--- config.mk ---
export PLATFORM = sky130hd
export DESIGN_NAME = butterfly_pipe
export DESIGN_NICKNAME = d
export VERILOG_FILES = /design/src/rtl/fft_pkg.sv /design/src/rtl/fft_sat.sv /design/src/rtl/butterfly_pipe.sv
export SDC_FILE = /design/constraint.sdc
export NUM_CORES = 2
export LEC_CHECK = 0
export ABC_AREA = 0
export BUFFER_PORTS_ARGS = -buffer_cell sky130_fd_sc_hd__buf_4
export CORE_UTILIZATION = 25
export CTS_CLUSTER_SIZE = 40
export DETAILED_ROUTE_END_ITERATION = 6
export SLEW_MARGIN = 30
export SYNTH_ARGS = -nofsm -noshare
export SYNTH_HDL_FRONTEND = slang
export SYNTH_SLANG_ARGS = --single-unit
export TNS_END_PERCENT = 50
--- constraint.sdc ---
create_clock -name clk -period 28.3 [get_ports clk]
set_input_delay 5.66 -clock clk [delete_from_list [all_inputs] [get_ports clk]]
set_output_delay 5.66 -clock clk [all_outputs]
set_load 0.05 [all_outputs]
--- src/rtl/fft_pkg.sv ---
// fft_pkg: shared definitions for the FFT datapath.
// Default widths, complex sample type, unit twiddle constant and the
// round-half-up arithmetic shift used by the butterfly.
// Saturation is selected per build with BUTTERFLY_SAT_EN (see fft_sat).
package fft_pkg;

    localparam int DEF_W     = 16;
    localparam int DEF_FRAC  = 8;
    localparam int DEF_TAG_W = 8;

    // Twiddle value representing 1.0 at the default fraction width.
    localparam int ONE_Q = 1 << DEF_FRAC;

    typedef struct packed {
        logic signed [DEF_W-1:0] re;
        logic signed [DEF_W-1:0] im;
    } cplx_t;

    // Adds half an output LSB then shifts right arithmetically, so ties
    // round toward +infinity. Wide enough for 2W+1-bit sums at W = 24.
    function automatic logic signed [63:0] rnd_shift(input logic signed [63:0] v,
                                                     input int sh);
        logic signed [63:0] half;
        half = (sh > 0) ? (64'sd1 <<< (sh - 1)) : 64'sd0;
        return (v + half) >>> sh;
    endfunction

endpackage

--- src/rtl/fft_sat.sv ---
// fft_sat: reduces a W+2-bit signed result to W bits.
// With BUTTERFLY_SAT_EN defined, out-of-range values clamp to the nearest
// W-bit bound and raise ovf. Without it the value wraps (low W bits kept)
// and ovf is constant 0.
module fft_sat
    import fft_pkg::*;
#(
    parameter int W = DEF_W
) (
    input  logic [W+1:0] din,
    output logic [W-1:0] dout,
    output logic         ovf
);

`ifdef BUTTERFLY_SAT_EN
    localparam logic signed [W+1:0] MAX_V = {3'b000, {(W-1){1'b1}}};
    localparam logic signed [W+1:0] MIN_V = {3'b111, {(W-1){1'b0}}};

    // Clamp to the representable W-bit range and flag any clamping.
    always_comb begin
        dout = din[W-1:0];
        ovf  = 1'b0;
        if ($signed(din) > MAX_V) begin
            dout = MAX_V[W-1:0];
            ovf  = 1'b1;
        end else if ($signed(din) < MIN_V) begin
            dout = MIN_V[W-1:0];
            ovf  = 1'b1;
        end
    end
`else
    // Guard bits are intentionally discarded in the wrapping build.
    logic unused_hi;
    assign unused_hi = ^din[W+1:W];
    assign dout      = din[W-1:0];
    assign ovf       = 1'b0;
`endif

endmodule

--- src/rtl/butterfly_pipe.sv ---
// butterfly_pipe: three-stage radix-2 DIT butterfly, X = A + B*T, Y = A - B*T.
// S1 multiplies, S2 combines products with rounding, S3 adds/subtracts,
// optionally halves, and reduces to W bits. One global stall freezes every
// stage, so bubbles are preserved and outputs hold until accepted.
// Build option BUTTERFLY_SAT_EN selects saturation (with ovf) over wrap.
module butterfly_pipe
    import fft_pkg::*;
#(
    parameter int W     = DEF_W,
    parameter int FRAC  = DEF_FRAC,
    parameter int TAG_W = DEF_TAG_W
) (
    input  logic             clk,
    input  logic             rst,
    input  logic             in_valid,
    output logic             in_ready,
    input  logic [W-1:0]     a_re,
    input  logic [W-1:0]     a_im,
    input  logic [W-1:0]     b_re,
    input  logic [W-1:0]     b_im,
    input  logic [W-1:0]     t_re,
    input  logic [W-1:0]     t_im,
    input  logic             scale,
    input  logic [TAG_W-1:0] tag_in,
    output logic             out_valid,
    input  logic             out_ready,
    output logic [W-1:0]     x_re,
    output logic [W-1:0]     x_im,
    output logic [W-1:0]     y_re,
    output logic [W-1:0]     y_im,
    output logic [TAG_W-1:0] tag_out,
    output logic             ovf
);

    logic stall;
    assign stall    = out_valid & ~out_ready;
    assign in_ready = ~stall;

    // ---------------- S1: products ----------------
    logic                    s1_valid;
    logic signed [2*W-1:0]   p1, p2, p3, p4;
    logic [W-1:0]            s1_a_re, s1_a_im;
    logic                    s1_scale;
    logic [TAG_W-1:0]        s1_tag;

    // Capture the four partial products plus A, scale and tag on accept.
    always_ff @(posedge clk or posedge rst) begin
        if (rst) begin
            s1_valid <= 1'b0;
            p1       <= '0;
            p2       <= '0;
            p3       <= '0;
            p4       <= '0;
            s1_a_re  <= '0;
            s1_a_im  <= '0;
            s1_scale <= 1'b0;
            s1_tag   <= '0;
        end else if (!stall) begin
            s1_valid <= in_valid;
            if (in_valid) begin
                p1       <= (2*W)'($signed(b_re)) * (2*W)'($signed(t_re));
                p2       <= (2*W)'($signed(b_im)) * (2*W)'($signed(t_im));
                p3       <= (2*W)'($signed(b_re)) * (2*W)'($signed(t_im));
                p4       <= (2*W)'($signed(b_im)) * (2*W)'($signed(t_re));
                s1_a_re  <= a_re;
                s1_a_im  <= a_im;
                s1_scale <= scale;
                s1_tag   <= tag_in;
            end
        end
    end

    // ---------------- S2: rounded complex product ----------------
    logic signed [63:0] re_sum, im_sum;
    assign re_sum = 64'(p1) - 64'(p2);
    assign im_sum = 64'(p3) + 64'(p4);

    logic                    s2_valid;
    logic signed [W:0]       s2_y_re, s2_y_im;
    logic [W-1:0]            s2_a_re, s2_a_im;
    logic                    s2_scale;
    logic [TAG_W-1:0]        s2_tag;

    // Round B*T back to sample scale; W+1 bits covers |B*T| for |T| <= 1.
    always_ff @(posedge clk or posedge rst) begin
        if (rst) begin
            s2_valid <= 1'b0;
            s2_y_re  <= '0;
            s2_y_im  <= '0;
            s2_a_re  <= '0;
            s2_a_im  <= '0;
            s2_scale <= 1'b0;
            s2_tag   <= '0;
        end else if (!stall) begin
            s2_valid <= s1_valid;
            if (s1_valid) begin
                s2_y_re  <= (W+1)'(rnd_shift(re_sum, FRAC));
                s2_y_im  <= (W+1)'(rnd_shift(im_sum, FRAC));
                s2_a_re  <= s1_a_re;
                s2_a_im  <= s1_a_im;
                s2_scale <= s1_scale;
                s2_tag   <= s1_tag;
            end
        end
    end

    // ---------------- S3: add/sub, scale, reduce ----------------
    function automatic logic signed [W+1:0] opt_half(input logic signed [W+1:0] s,
                                                     input logic sc);
        return sc ? (W+2)'(rnd_shift(64'(s), 1)) : s;
    endfunction

    logic signed [W+1:0] sx_re, sx_im, sy_re, sy_im;

    // Sums in W+2 bits cannot overflow, so reduction sees the true value.
    always_comb begin
        sx_re = opt_half((W+2)'($signed(s2_a_re)) + (W+2)'(s2_y_re), s2_scale);
        sx_im = opt_half((W+2)'($signed(s2_a_im)) + (W+2)'(s2_y_im), s2_scale);
        sy_re = opt_half((W+2)'($signed(s2_a_re)) - (W+2)'(s2_y_re), s2_scale);
        sy_im = opt_half((W+2)'($signed(s2_a_im)) - (W+2)'(s2_y_im), s2_scale);
    end

    logic [W-1:0] r_x_re, r_x_im, r_y_re, r_y_im;
    logic         o_x_re, o_x_im, o_y_re, o_y_im;

    fft_sat #(.W(W)) u_sat_x_re (.din(sx_re), .dout(r_x_re), .ovf(o_x_re));
    fft_sat #(.W(W)) u_sat_x_im (.din(sx_im), .dout(r_x_im), .ovf(o_x_im));
    fft_sat #(.W(W)) u_sat_y_re (.din(sy_re), .dout(r_y_re), .ovf(o_y_re));
    fft_sat #(.W(W)) u_sat_y_im (.din(sy_im), .dout(r_y_im), .ovf(o_y_im));

    // Output register: holds while stalled so data stays stable until taken.
    always_ff @(posedge clk or posedge rst) begin
        if (rst) begin
            out_valid <= 1'b0;
            x_re      <= '0;
            x_im      <= '0;
            y_re      <= '0;
            y_im      <= '0;
            tag_out   <= '0;
            ovf       <= 1'b0;
        end else if (!stall) begin
            out_valid <= s2_valid;
            if (s2_valid) begin
                x_re    <= r_x_re;
                x_im    <= r_x_im;
                y_re    <= r_y_re;
                y_im    <= r_y_im;
                tag_out <= s2_tag;
                ovf     <= o_x_re | o_x_im | o_y_re | o_y_im;
            end
        end
    end

endmodule

Word-level counts from Yosys, hierarchy flattened:

Cells that the tools add are included.

* latch bits: 0
* memory bits (writable): 0
* memory bits (read-only): 0
* memories: 0
* register bits: 291

* multiply operators: 4
* bitwise gates (word level): 3
* reduce and logical (&&, ||, !) cells: 3
* add/sub/neg operators: 12
* shift operators: 0
* order comparisons: 0
* equality and inequality tests: 0
* divide/modulo/power cells: 0
* muxes and demuxes: 4

Operator list (count)
* 16-bit by 16-bit multiplier with 25-bit output: 4
* 17-bit by 2-bit adder with 17-bit output, second input constant: 4
* 16-bit two-way mux: 4
* 25-bit by 9-bit adder with 25-bit output, second input constant: 2
* 16-bit by 17-bit adder with 17-bit output: 2
* 16-bit by 17-bit subtractor with 17-bit output: 2
* 25-bit adder: 1
* 25-bit subtractor: 1
* 2-bit AND reduction: 3
* 1-bit inverter: 2
* 1-bit bitwise AND: 1

Longest topological paths before layout:

* depth in word-level cells: 4
* gate-level depth with buffers: 26
* gate-level depth less buffers: 24

Modules after synthesis:

From an unflattened synthesis, not the netlist that was laid out.

* cell total of the unflattened synthesis: 5603
* area total of the unflattened synthesis: 50971.4 sq um

By module, submodules not included
* butterfly_pipe: cells an instance 5531, area an instance 50445.9 sq um, sequential area each 7307.0 sq um, times used 1
* fft_sat: cells an instance 18, area an instance 131.4 sq um, sequential area each 0.0 sq um, times used 4

Least setup slack after synthesis:

OpenSTA, ideal clock, no wires.

* path type: in2out
* start: in out_ready
* end: out in_ready
* data required time: 22.640 ns
* stages: 2
* path slack: 16.327 ns
* path buffers: 1
* arrival: 6.313 ns
* path through: nand2b_1 > clkbuf_1

* longest elaborated chain between the ends: 3

Ends and longest elaborated chain
* start: declaration: line butterfly_pipe.sv:26 `input logic out_ready,`
* 1-bit inverter: line butterfly_pipe.sv:36 `assign stall = out_valid & ~out_ready;`
* 1-bit bitwise AND: line butterfly_pipe.sv:36
* 1-bit inverter (no source line)
* end: declaration: line butterfly_pipe.sv:16 `output logic in_ready,`

Every way passes these cells.

Final worst setup path:

Ends and elaborated chain as after synthesis.

==> results_tabular.tex <==
\begin{tabular}{lr}
\hline
Metric & Value \\
\hline
\multicolumn{2}{l}{\textbf{Yosys}} \\
\quad Async S/R FF share, synth & 100\% \\
\quad Synth Net Count & 6771 \\
\quad Count of yosys warnings during synthesis & 0 \\
\quad Number of synthesized flops with an enable pin & 0 \\
\quad Post-synthesis instance total & 5412 \\
\quad Most common flop cell mapped by yosys & dfrtp\_1 \\
\quad Mapped Area & 0.0489 mm\^{}2 \\
\quad Average cell area after synthesis & 9.04 um\^{}2 \\
\quad Number of distinct library cells after synthesis & 89 \\
\quad Post-synthesis sequential area ratio & 14.9\% \\
\quad Number of storage elements in the synthesis netlist & just under 300 \\
\multicolumn{2}{l}{\textbf{Cells and area}} \\
\quad Layout overhead on the synthesized area & 10.4\% \\
\quad Count of nets after finishing & 6744 \\
\quad Fillcell total & around 21000 \\
\quad Share of post-route cells with drive strength above 1 & 7.13\% \\
\multicolumn{2}{l}{\textbf{Global route}} \\
\quad All-layer global routing usage & 13.5\% \\
\quad First-pass GRT wire length & 212000 um \\
\quad Pin count of the biggest net entering global routing & $\sim$200 \\
\quad Overflow left after global routing & 0 \\
\quad Via count of the first global-routing pass & about 38000 \\
\quad Number of antenna violations at the first check in global routing & 11 \\
\multicolumn{2}{l}{\textbf{Drt}} \\
\quad Via density per instance & 4.44 \\
\quad Drt total wl & 131000 um \\
\quad DRC violations left & 0 \\
\quad Count of routing violations after the opening detailed-route iteration & 1869 \\
\quad Remaining antenna violation count & 0 \\
\quad WL/cell & 16.3 um \\
\quad TritonRoute pass-1 iters & 5 \\
\quad Vias after detailed routing & 35695 \\
\multicolumn{2}{l}{\textbf{Placed design}} \\
\quad Number of port buffers & 182 \\
\quad Detailed Place HPWL & 100000 um \\
\quad Final Wtd Congestion & 0.854 \\
\multicolumn{2}{l}{\textbf{Die}} \\
\quad Placeable core area & 0.195 mm\^{}2 \\
\quad I/O pin count & 184 \\
\quad Row count & about 160 \\
\quad Chip height & 444 um \\
\quad Die area & 0.198 mm\^{}2 \\
\quad Die X-Extent & 444 um \\
\quad Initial Util & roughly 25\% \\
\multicolumn{2}{l}{\textbf{CTS}} \\
\quad TritonCTS buffer count & 35 \\
\quad Clk sink count & 291 \\
\quad Number of buffers inserted for hold repair after clock tree synthesis & 0 \\
\quad CTS-repair resized insts & 0 \\
\quad Clock tree from TritonCTS & yes \\
\quad Latest clock arrival within the worst-skew pair & 0.59 ns \\
\quad Count of H-tree levels built during CTS & 2 \\
\quad Count of buffers added by post-CTS timing repair for setup & 0 \\
\quad CTS clock-pin slew for the worst setup and hold paths & 0.06 ns \\
\quad Number of buffers between clock root and the deepest sink & 3 \\
\quad Cell at the root of the clock tree & clkbuf\_16 \\
\multicolumn{2}{l}{\textbf{Setup path}} \\
\quad Setup crit end & in\_ready \\
\quad Worst-path maximum fanout & 8 \\
\quad End of the worst register-to-register path & s2\_y\_im[16]\$\_DFFE\_PP0P\_ \\
\quad Kind of start point of the critical path & input port \\
\quad Flop2flop setup slack & 24.15 ns \\
\quad Most repeated library cell on the critical path & buf\_4 \\
\quad Data required time of the critical path & 22.64 ns \\
\quad Cell Chain, Critical Path & buf\_4 -> nand2b\_1 -> buf\_4 \\
\quad Startpoint of the worst register-to-register path & p3[2]\$\_DFFE\_PP0P\_ \\
\quad Count of cells along the worst register-to-register path & 13 \\
\quad Cell with the biggest individual delay on the critical path & nand2b\_1 \\
\quad Worst setup path start & out\_ready \\
\quad Largest incremental delay on the critical path & 0.38 ns \\
\quad Setup Crit Path Kind & input port to output pin \\
\quad Data arrival time of the critical path & about 6.4 ns \\
\quad Nature of the critical path endpoint & output pin \\
\multicolumn{2}{l}{\textbf{Timing}} \\
\quad Final Critical Period & roughly 12 ns \\
\quad Worst relative slew slack & 36.4\% \\
\quad Final-report setup violation count & 0 \\
\quad Final-report hold violation count & 0 \\
\quad Worst Tran Pin Value & 0.947 ns \\
\quad Tcrit/Tclk final & 42.6\% \\
\quad Number of pins exceeding their max-slew limit in the final report & 0 \\
\quad RSZ-0062 raised after global routing & false \\
\quad Maximum clock skew at final layout & 0.0308 ns \\
\quad Peak clock frequency supported by timing & a little over 0.08 GHz \\
\quad Setup TNS Final & 0 ns \\
\multicolumn{2}{l}{\textbf{Hold path}} \\
\quad Class of the most critical hold timing path & flip-flop to flip-flop \\
\multicolumn{2}{l}{\textbf{Run}} \\
\quad Max capacitance violation total & 0 \\
\multicolumn{2}{l}{\textbf{Outcome}} \\
\quad Status & finished clean \\
\hline
\end{tabular}
cells in the final DEF, fill, tap and decap left out, types with 35 or more instances in the layout:
master | synthesis | layout
a21o_1 | 63 | 63
a21oi_1 | 140 | 140
and2_1 | 465 | 465
buf_4 | 2 | 187
clkbuf_16 | 0 | 35
dfrtp_1 | 291 | 290
fa_1 | 796 | 796
ha_1 | 454 | 454
inv_1 | 1087 | 1086
mux2_2 | 101 | 101
nand2_1 | 696 | 693
nand2b_1 | 45 | 45
nand3_1 | 40 | 40
nor2_1 | 132 | 132
nor3_1 | 55 | 55
o21ai_0 | 183 | 183
xnor2_1 | 176 | 176
xor2_1 | 77 | 77
final cells by class:
cell class | instances | area, um^2 | share of cell area [%]
sequential | 291 | 7280 | 13.5
clock buffer | 43 | 956 | 1.77
multi-input combinational | 3777 | 36600 | 67.8
timing repair buffer | 192 | 1490 | 2.75
clock inverter | 21 | 319 | 0.590
antenna | 3 | 7.51 | 0.0139
tap | 2624 | 3280 | 6.07
inverter | 1088 | 4090 | 7.57
registers in the layout, summed over array words and instances, names as in the netlist, 8 cells and up:
name	flops
p3	25
s1_a_re	16
p1	25
s2_y_re	17
s2_a_im	16
s2_tag	8
x_im	16
s2_a_re	16
y_re	16
p4	25
y_im	16
s2_y_im	17
p2	25
s1_a_im	16
s1_tag	8
tag_out	8
x_re	16
how the worst min path moves through the flow:
stage / start / end / slack (ns) / depth (start not counted)
floorplan: s2_tag[0]$_DFFE_PP0P_ / tag_out[0]$_DFFE_PP0P_ / 0.43 / 2
finish: s2_tag[7]$_DFFE_PP0P_ / tag_out[7]$_DFFE_PP0P_ / 0.47 / 2
global route: s2_tag[5]$_DFFE_PP0P_ / tag_out[5]$_DFFE_PP0P_ / 0.49 / 2
global placement: s2_tag[7]$_DFFE_PP0P_ / tag_out[7]$_DFFE_PP0P_ / 0.44 / 2
detailed placement: s2_tag[6]$_DFFE_PP0P_ / tag_out[6]$_DFFE_PP0P_ / 0.45 / 2
CTS: s2_tag[6]$_DFFE_PP0P_ / tag_out[6]$_DFFE_PP0P_ / 0.47 / 2
per-layer routing:
| metal | wire length [um] | vias up | GRT usage, % |
|---|---|---|---|
| met5 | 23 | - | 0 |
| met4 | 2950 | 4 | 3.16 |
| met3 | 6590 | 152 | 1.69 |
| met2 | 61200 | 910 | 22.5 |
| met1 | 60100 | 18033 | 18.4 |
| li1 | - | 16596 | - |
cells in the mapped netlist, drive strengths merged, types with 6 or more instances:
cell type / instances / area (um^2)
inv: 1087 / 4080
fa: 796 / 15900
nand2: 696 / 2610
and2: 465 / 2910
ha: 454 / 5680
dfrtp: 291 / 7280
clkbuf: 242 / 908
o21ai: 207 / 1040
xnor2: 177 / 1560
a21oi: 140 / 701
nor2: 132 / 495
mux2: 101 / 1140
xor2: 77 / 674
a21o: 64 / 482
nor3: 56 / 285
nand2b: 45 / 282
nand3: 40 / 200
a211oi: 29 / 218
o21a: 28 / 210
a31oi: 24 / 156
o31ai: 24 / 185
nor2b: 19 / 119
and3: 17 / 106
or3: 16 / 101
buf: 14 / 72.6
o211ai: 12 / 90.1
mux2i: 11 / 110
o21bai: 11 / 82.6
a211o: 8 / 70.1
a221oi: 8 / 70.1
o41ai: 7 / 80.1
a21boi: 6 / 45.0
nor3b: 6 / 50.1
or2: 6 / 37.5
or4: 6 / 45.0
logic make-up after synthesis:
kind of cell,Yosys count,share of synthesized area [%]
muxes,112,2.55
buffers and inverters,1344,10.3
xor gates and xnor gates,254,4.56
adders and majority gates,1250,44.2
other,1,0.00766
and+or+nand+nor,1529,15.3
AOI/OAI and AO/OA,631,8.23
DFF,291,14.9
critical path: cells and delay by family:
family,cells,cell delay [ns]
simple gates,1,0.38
buf+inv,2,0.36
per-stage QoR:
step | cells | setup WS, ns | util (%) | hold WS [ns] | cell area [um^2]
after floorplan | 5412 | 14.61 | - | 0.433 | 48900
after global placement | 7971 | 16.05 | 27.1 | 0.439 | 52700
after detailed placement | 7971 | 16.08 | 27.1 | 0.450 | 52700
after CTS | 8035 | 16.23 | 27.7 | 0.465 | 54000
after global routing | 8038 | 16.20 | 27.7 | 0.490 | 54000
final | 8039 | 16.24 | 27.7 | 0.468 | 54000
Power is left out: the tool's default activity adds up to more than one toggle a clock period on the data nets, which glitch-free logic cannot reach.
